### src/rtl/spi_share_arbiter.sv
// Round-robin arbiter sharing one SPI host between several chip-select clients,
// with programmable CS setup, hold and inter-grant gap timing.
//
// state     | meaning
// ----------+----------------------------------------------------------
// ST_IDLE   | all CS high, waiting for any request
// ST_SETUP  | CS low, counting setup cycles before bytes may flow
// ST_ACTIVE | bytes steered between granted requester and host
// ST_HOLD   | host idle, CS still low for the hold time
// ST_GAP    | all CS high, enforcing minimum gap before the next grant
module spi_share_arbiter #(
    parameter int NumReq        = 3,
    parameter int DataWidth     = 8,
    parameter int CsSetupCycles = 2,
    parameter int CsHoldCycles  = 2,
    parameter int CsGapCycles   = 1
) (
    input  logic                          clk_sys_i,
    input  logic                          rst_sys_i,
    input  logic [NumReq-1:0]             req_i,
    output logic [NumReq-1:0]             grant_o,
    input  logic [NumReq-1:0]             req_valid_i,
    input  logic [NumReq*DataWidth-1:0]   req_data_i,
    output logic [NumReq-1:0]             req_ready_o,
    output logic [NumReq-1:0]             rsp_valid_o,
    output logic [DataWidth-1:0]          rsp_data_o,
    output logic                          host_valid_o,
    output logic [DataWidth-1:0]          host_data_o,
    input  logic                          host_ready_i,
    input  logic                          host_rvalid_i,
    input  logic [DataWidth-1:0]          host_rdata_i,
    input  logic                          host_busy_i,
    output logic [NumReq-1:0]             cs_no,
    output logic                          busy_o
);

    localparam int PtrW   = (NumReq > 1) ? $clog2(NumReq) : 1;
    localparam int MaxSH  = (CsSetupCycles > CsHoldCycles) ? CsSetupCycles : CsHoldCycles;
    localparam int MaxCyc = (MaxSH > CsGapCycles) ? MaxSH : CsGapCycles;
    localparam int CntW   = (MaxCyc > 0) ? $clog2(MaxCyc + 1) : 1;

    localparam logic [CntW-1:0] SetupLast = CntW'((CsSetupCycles > 0) ? CsSetupCycles - 1 : 0);
    localparam logic [CntW-1:0] HoldLast  = CntW'((CsHoldCycles > 0) ? CsHoldCycles - 1 : 0);
    localparam logic [CntW-1:0] GapLast   = CntW'((CsGapCycles > 0) ? CsGapCycles - 1 : 0);
    localparam logic [PtrW-1:0] LastIdx   = PtrW'(NumReq - 1);

    typedef enum logic [2:0] {
        ST_IDLE,
        ST_SETUP,
        ST_ACTIVE,
        ST_HOLD,
        ST_GAP
    } state_t;

    state_t            state;
    logic [CntW-1:0]   cnt;
    logic [PtrW-1:0]   ptr;
    logic [PtrW-1:0]   g_idx;
    logic [PtrW-1:0]   pick_idx;
    logic [NumReq-1:0] pick_onehot;
    logic              pick_found;
    logic              granted_req;
    logic              end_of_grant;
    logic              release_now;
    logic              active;

    // First requester at or after the pointer, wrapping at NumReq.
    always_comb begin
        int idx;
        idx        = 0;
        pick_idx   = ptr;
        pick_found = 1'b0;
        for (int k = 0; k < NumReq; k++) begin
            idx = (int'(ptr) + k) % NumReq;
            if (!pick_found && req_i[idx]) begin
                pick_found = 1'b1;
                pick_idx   = PtrW'(idx);
            end
        end
    end

    assign pick_onehot = {{(NumReq-1){1'b0}}, 1'b1} << pick_idx;

    assign granted_req  = |(req_i & grant_o);
    assign end_of_grant = ((state == ST_SETUP) && !granted_req) ||
                          ((state == ST_ACTIVE) && !granted_req && !host_busy_i);
    // With zero hold time the CS is released on the same edge the grant ends.
    assign release_now  = ((state == ST_HOLD) && (cnt == HoldLast)) ||
                          (end_of_grant && (CsHoldCycles == 0));

    always_ff @(posedge clk_sys_i) begin
        if (rst_sys_i) begin
            state   <= ST_IDLE;
            grant_o <= '0;
            cs_no   <= '1;
            ptr     <= '0;
            g_idx   <= '0;
            cnt     <= '0;
        end else if (release_now) begin
            grant_o <= '0;
            cs_no   <= '1;
            ptr     <= (g_idx == LastIdx) ? '0 : g_idx + PtrW'(1);
            cnt     <= '0;
            state   <= (CsGapCycles == 0) ? ST_IDLE : ST_GAP;
        end else if (end_of_grant) begin
            state <= ST_HOLD;
            cnt   <= '0;
        end else begin
            case (state)
                ST_IDLE: begin
                    if (pick_found) begin
                        grant_o <= pick_onehot;
                        cs_no   <= ~pick_onehot;
                        g_idx   <= pick_idx;
                        cnt     <= '0;
                        state   <= (CsSetupCycles == 0) ? ST_ACTIVE : ST_SETUP;
                    end
                end
                ST_SETUP: begin
                    if (cnt == SetupLast) begin
                        state <= ST_ACTIVE;
                        cnt   <= '0;
                    end else begin
                        cnt <= cnt + CntW'(1);
                    end
                end
                ST_ACTIVE: begin
                    cnt <= '0;
                end
                ST_HOLD: begin
                    cnt <= cnt + CntW'(1);
                end
                ST_GAP: begin
                    if (cnt == GapLast) begin
                        state <= ST_IDLE;
                        cnt   <= '0;
                    end else begin
                        cnt <= cnt + CntW'(1);
                    end
                end
                default: begin
                    state <= ST_IDLE;
                    cnt   <= '0;
                end
            endcase
        end
    end

    assign active       = (state == ST_ACTIVE);
    assign busy_o       = (state != ST_IDLE);
    assign host_valid_o = active && |(req_valid_i & grant_o);
    assign req_ready_o  = active ? (grant_o & {NumReq{host_ready_i}}) : '0;
    // Receive path stays open through HOLD so late bytes reach the requester.
    assign rsp_valid_o  = grant_o & {NumReq{host_rvalid_i}};
    assign rsp_data_o   = host_rdata_i;

    always_comb begin
        host_data_o = '0;
        for (int i = 0; i < NumReq; i++) begin
            if (grant_o[i]) begin
                host_data_o = req_data_i[i*DataWidth +: DataWidth];
            end
        end
    end

endmodule

### config.mk
export PLATFORM = sky130hd
export DESIGN_NAME = spi_share_arbiter
export DESIGN_NICKNAME = d
export VERILOG_FILES = /design/src/rtl/spi_share_arbiter.sv
export SDC_FILE = /design/constraint.sdc
export NUM_CORES = 1
export LEC_CHECK = 0
export CAP_MARGIN = 0
export CORE_ASPECT_RATIO = 1.2
export CORE_UTILIZATION = 30
export CTS_CLUSTER_DIAMETER = 50
export DETAILED_ROUTE_END_ITERATION = 16
export HOLD_SLACK_MARGIN = 0.05
export PLACE_DENSITY = 0.67
export SKIP_LAST_GASP = 1
export SLEW_MARGIN = 20
export SYNTH_ARGS = -nofsm -noshare
export SYNTH_HDL_FRONTEND = slang
export SYNTH_SLANG_ARGS = --single-unit
### constraint.sdc
create_clock -name clk_sys_i -period 4.5 [get_ports clk_sys_i]
set_input_delay 0.675 -clock clk_sys_i [delete_from_list [all_inputs] [get_ports clk_sys_i]]
set_output_delay 0.675 -clock clk_sys_i [all_outputs]
set_load 0.05 [all_outputs]
# ---- Word-level counts from Yosys, hierarchy flattened
# Index checks and enable logic that the tools add are counted.
dict set report word_totals {
  ff_bits 15
  in_bits 43
}
dict set report classes {
  bitwise_logic 7
  reduce_logical 24
  n_div 3
  shifts 1
  add_sub_neg 4
  n_lt_le_gt_ge 3
  eq_ne 15
  mux 30
}
# cell count
set ops {}
lappend ops {{< comparator 32 x 4 -> 1 bit (second input constant)} 3}
lappend ops {{remainder unit 32 x 3 -> 32 bit (second input constant)} 2}
lappend ops {{remainder unit 3 x 3 -> 32 bit (second input constant)} 1}
lappend ops {{2-to-1 mux 8 bit} 3}
lappend ops {{2-to-1 mux 3 bit} 6}
lappend ops {{2-to-1 mux 2 bit} 7}
lappend ops {{bitwise AND 3 bit} 4}
lappend ops {{one-hot mux 3 bit (4 select lines)} 1}
lappend ops {{AND reduction 4 bit} 3}
lappend ops {{2-to-1 mux 1 bit} 9}
lappend ops {{OR reduction 3 bit} 3}
lappend ops {{!= test 4 bit (second input constant)} 2}
lappend ops {{one-hot mux 2 bit (4 select lines)} 1}
lappend ops {{logical AND 1 bit} 7}
lappend ops {{binary-select mux 1 bit (select 2 bit)} 3}
lappend ops {{== test 3 x 2 -> 1 bit (second input constant)} 2}
lappend ops {{!= test 3 bit (second input constant)} 2}
lappend ops {{adder 2 x 1 -> 2 bit (second input constant)} 2}
lappend ops {{zero test 1 bit} 4}
lappend ops {{!= test 4 x 3 -> 1 bit (second input constant)} 1}
lappend ops {{OR reduction 2 bit} 2}
lappend ops {{adder 2 x 1 -> 3 bit (second input constant)} 1}
lappend ops {{adder 2 x 2 -> 3 bit (second input constant)} 1}
lappend ops {{== test 3 x 1 -> 1 bit (second input constant)} 1}
lappend ops {{15 further kinds} 16}

# ---- Logic depth before layout (Yosys ltp)
dict set report depth {
  ltp_word 15
  depth_mapped 8
  ltp_nobuf 7
}

# ---- Least setup slack after synthesis
# OpenSTA, ideal clock, no wires.
dict set report synth_path {
  kind {reg-to-output}
  startpoint {register grant_o[0]}
  endpoint {output port host_data_o[7]}
  n_path_buf 0
  arrival_ns 2.305
  slack_ns 1.520
  t_required_ns 3.825
  path_stages_with_launch 5
  path_cell_list {dfxtp_1 -> inv_1 -> nor2_1 -> a22oi_1 -> o21ai_0}
}
dict set report synth_via {
  elab_chain_cells 3
}
# element line_no
set synth_rtl {}
lappend synth_rtl {{from (decl)} 21} ;# output logic [NumReq-1:0] grant_o,
lappend synth_rtl {{from (signal assigned)} 112} ;# grant_o <= pick_onehot;
lappend synth_rtl {{2-to-1 mux 8 bit (3 in series)} 160} ;# if (grant_o[i]) begin
lappend synth_rtl {{to (decl)} 28} ;# output logic [DataWidth-1:0] host_data_o,
# Every way passes these cells.

# ---- Worst setup path in the final report
dict set report layout_path {
  startpoint {register grant_o[1]}
  endpoint {output port host_data_o[4]}
}
dict set report layout_via {
  elab_chain_cells 2
}
# element line_no
set layout_rtl {}
lappend layout_rtl {{2-to-1 mux 8 bit (2 in series)} 160}
# Every way passes these cells.

==> results.py <==
metrics = {
    "layout": {
        "num-fill-cells": 392,
        "final_cell_area_um2": 1810,
        "finish.net_count": 254,
        "regArea_um2": 300,
        "final_common_cell": "sky130_fd_sc_hd__clkdlybuf4s50_1",
        "antennaDiodeCount": 0,
        "multi_input_area_um2": 806,
        "drive_gt1_share_pct": 4.95,
        "layout.cells.most_common_list": "sky130_fd_sc_hd__clkdlybuf4s50_1 (56), sky130_fd_sc_hd__nand2_1 (18), sky130_fd_sc_hd__dfxtp_1 (15), sky130_fd_sc_hd__a21oi_1 (10)",
        "area_growth_pct": 47.7,
    },
    "setup_path": {
        "worst-path-buf-inv": 1,
        "crit_chain": "nor2_1, a22oi_1, o21ai_0, clkdlybuf4s50_1",
        "cp_data_arrival_time_ns": 2.40,
        "cp-end-kind": "output port",
        "r2r.worst_path.cells": 7,
        "critical-path-top-delay-family": "buffers and inverters",
        "type_of_the_worst_setup_path": "register to output port",
        "worstReg2RegStart": "ptr[1]",
        "cp_max_fo": 15,
        "kind_of_start_point_of_the_critical_path": "register",
        "largest_incremental_delay_on_the_critical_path_ns": 0.83,
        "cp_data_required_time_ns": 3.83,
        "timing.rr.end": "state[0]",
        "reg_to_reg_slack_setup_ns": 2.37,
        "critical_path.slowest_cell": "sky130_fd_sc_hd__clkdlybuf4s50_1",
    },
    "synth": {
        "ys_seq_area_share_pct": 24.5,
        "syn-cell-area_um2": 1220,
        "postSynthAreaPerCell_um2": 7.85,
        "synth_cell_types": 42,
        "number_of_enable_type_register_cells_in_the_synthesized_netlist": 0,
        "postSynth.topFlopCell": "sky130_fd_sc_hd__dfxtp_1",
        "yosys_register_bits": 15,
        "gate_count_post_synth": 156,
        "mappedNetlistNets": 207,
        "yosysWarnings": 0,
        "synth-async-reset-ratio_pct": 0,
    },
    "clocking": {
        "clock_tree.buffer_depth": 2,
        "holdBufCountCts": 0,
        "cts_sinks": 15,
        "clk_latency_ns": 0.25,
        "post_cts_setup_driven_buffer_insertion_count": 0,
        "post_cts_resize_count": 0,
        "tritoncts": "yes",
        "htree_num_levels": 1,
        "cts_buffer_count": 3,
        "clk_pin_slew_ns": 0.07,
        "cts.root.buffer_cell": "sky130_fd_sc_hd__clkbuf_8",
    },
    "timing": {
        "layout_worst_path_cycle_share_pct": 68.2,
        "rsz_0062_raised_after_global_routing": "false",
        "post-route-min-period_ns": 3.07,
        "count_of_pins_over_their_slew_limit": 0,
        "setup_tns_final_ns": 0,
        "tightestPinTransition_ns": 0.643,
        "clock_skew_ns": 0.00238,
        "max-slew-margin-rel_pct": 57.1,
        "worst_hold_slack_across_all_endpoints_ns": 0.479,
        "report.final.hold_viol_count": 0,
        "final-setup-viol-count": 0,
        "max_freq_ghz": 0.326,
    },
    "floorplanning": {
        "overall_die_area_um2": 4340,
        "placementRows": 25,
        "fp.dieH_um": 72.0,
        "initial_utilization_pct": 31.3,
        "chipWidth_um": 60.3,
        "placeableCoreArea_um2": 3910,
        "pin_count": 73,
    },
    "grt": {
        "grt_remaining_overflow": 0,
        "grt_util_all_layers_pct": 15.6,
        "grt_start_max_net_pins": 23,
        "grt_pass1_wl_mm": 5.20,
        "grt_antenna_before_repair": 0,
        "first_global_vias": 1128,
    },
    "power": {
        "internal-power_uw": 410,
        "power.share.clock_pct": 13.9,
        "seq_power_share_pct": 25.4,
        "power.leakage_nw": 0.623,
        "ir_worst_vdd_v": 0.000150,
        "fin_total_pwr_uw": 820,
        "p_sw_share_pct": 50.0,
        "switching_power_uw": 410,
        "p_per_cell_area_nw_per_um2": 453,
        "comb_power_share_pct": 60.7,
    },
    "flow_run": {
        "max-cap-violations": 0,
    },
    "placement": {
        "routabilityCongestion": 0.877,
        "port_buffers": 56,
        "hpwlAfterDp_mm": 2.70,
        "detailed_place.area_um2": 1760,
    },
    "worst_hold_path": {
        "hold_path.startpoint": "g_idx[0]",
        "hp-class": "register to register",
        "hold_path_depth": 2,
        "holdPathEnd": "g_idx[0]",
    },
    "detailed_routing": {
        "wl_per_cell_um": 13.2,
        "detail_route.wirelength_mm": 3.37,
        "num_vias": 1298,
        "via_per_inst": 5.07,
        "remaining_antenna_violation_count_after_routing": 0,
        "initialDrtViolationCount": 61,
        "post-route-drc-count": 0,
        "drt_first_pass_iters": 4,
    },
    "status": {
        "status": "completed",
    },
}
==> state kept, by name, summed over array words and instances (netlist names) <==
register	count
cnt	2
state	3
grant_o	3
ptr	2
cs_no	3
g_idx	2
==> synth_stat cells, drive strengths merged, types with 2 or more instances <==
cell / number / area (um2)
nand2: 18 / 67.6
dfxtp: 15 / 300
o21ai: 12 / 60.1
a21oi: 11 / 58.8
buf: 11 / 81.3
a22oi: 9 / 72.6
ha: 8 / 100
nor2: 8 / 30.0
inv: 7 / 26.3
nor2b: 7 / 43.8
and2: 6 / 37.5
nor3: 5 / 36.3
mux2i: 4 / 40.0
nand2b: 4 / 25.0
nor3b: 4 / 30.0
clkbuf: 3 / 11.3
a221oi: 2 / 17.5
a222oi: 2 / 20.0
nand3: 2 / 10.0
nand4: 2 / 12.5
o211ai: 2 / 15.0
==> worst max path at each step <==
stage | start | end | slack, ns | cells after the start
floorplan | grant_o[0] | host_data_o[7] | 1.52 | 4
global placement | host_ready_i | req_ready_o[1] | 1.45 | 4
detailed placement | host_ready_i | req_ready_o[1] | 1.43 | 4
CTS | grant_o[1] | host_data_o[4] | 1.39 | 4
global route | grant_o[1] | host_data_o[4] | 1.20 | 4
finish | grant_o[1] | host_data_o[4] | 1.43 | 4
==> cell type report <==
type	instances	area share [%]
well taps	54	3.73
inverters	7	1.45
repair buffers	56	31.0
multi-input cells	120	44.5
clock buffers	3	2.28
clock inverters	1	0.415
flip-flops and latches	15	16.6
==> power by group through the flow <==
| stage | logic (mW) | clock network [mW] | registers, mW |
|---|---|---|---|
| floorplan | 0.354 | 0 | 0.217 |
| global placement | 0.496 | 0 | 0.211 |
| detailed placement | 0.499 | 0 | 0.212 |
| CTS | 0.500 | 0.116 | 0.209 |
| global route | 0.535 | 0.123 | 0.215 |
| finish | 0.497 | 0.114 | 0.208 |
==> worst reg2reg max path: cells and delay by family (launching register included) <==
kind / cells / cell delay (ns)
adder cells (fa/ha/maj): 1 / 0.27
flip-flops: 1 / 0.38
AO/OA/AOI/OAI: 5 / 1.29
buffers and inverters: 1 / 0.08
==> through the flow <==
stage               cells  setup WS [ns]  util (%)
finish                256           1.43      46.3
global route          256           1.20      46.3
CTS                   256           1.39      46.3
detailed placement    252           1.43      45.0
global placement      252           1.45      45.0
floorplan             156           1.52         -
==> layer usage <==
layer	routed length, um	track usage, %	vias up
li1	-	-	656
met1	1390	18.2	572
met5	0	0	-
met2	1510	26.1	59
met4	99	7.24	0
met3	368	3.74	11
==> cells by family after synthesis <==
kind of cell	share of synthesized area, %
mux	3.27
simple gates	25.0
flops	24.5
fa+ha+maj	8.17
compound gates	29.3
buf+inv	9.70
Note: power is estimated with default switching activity, not from simulation.
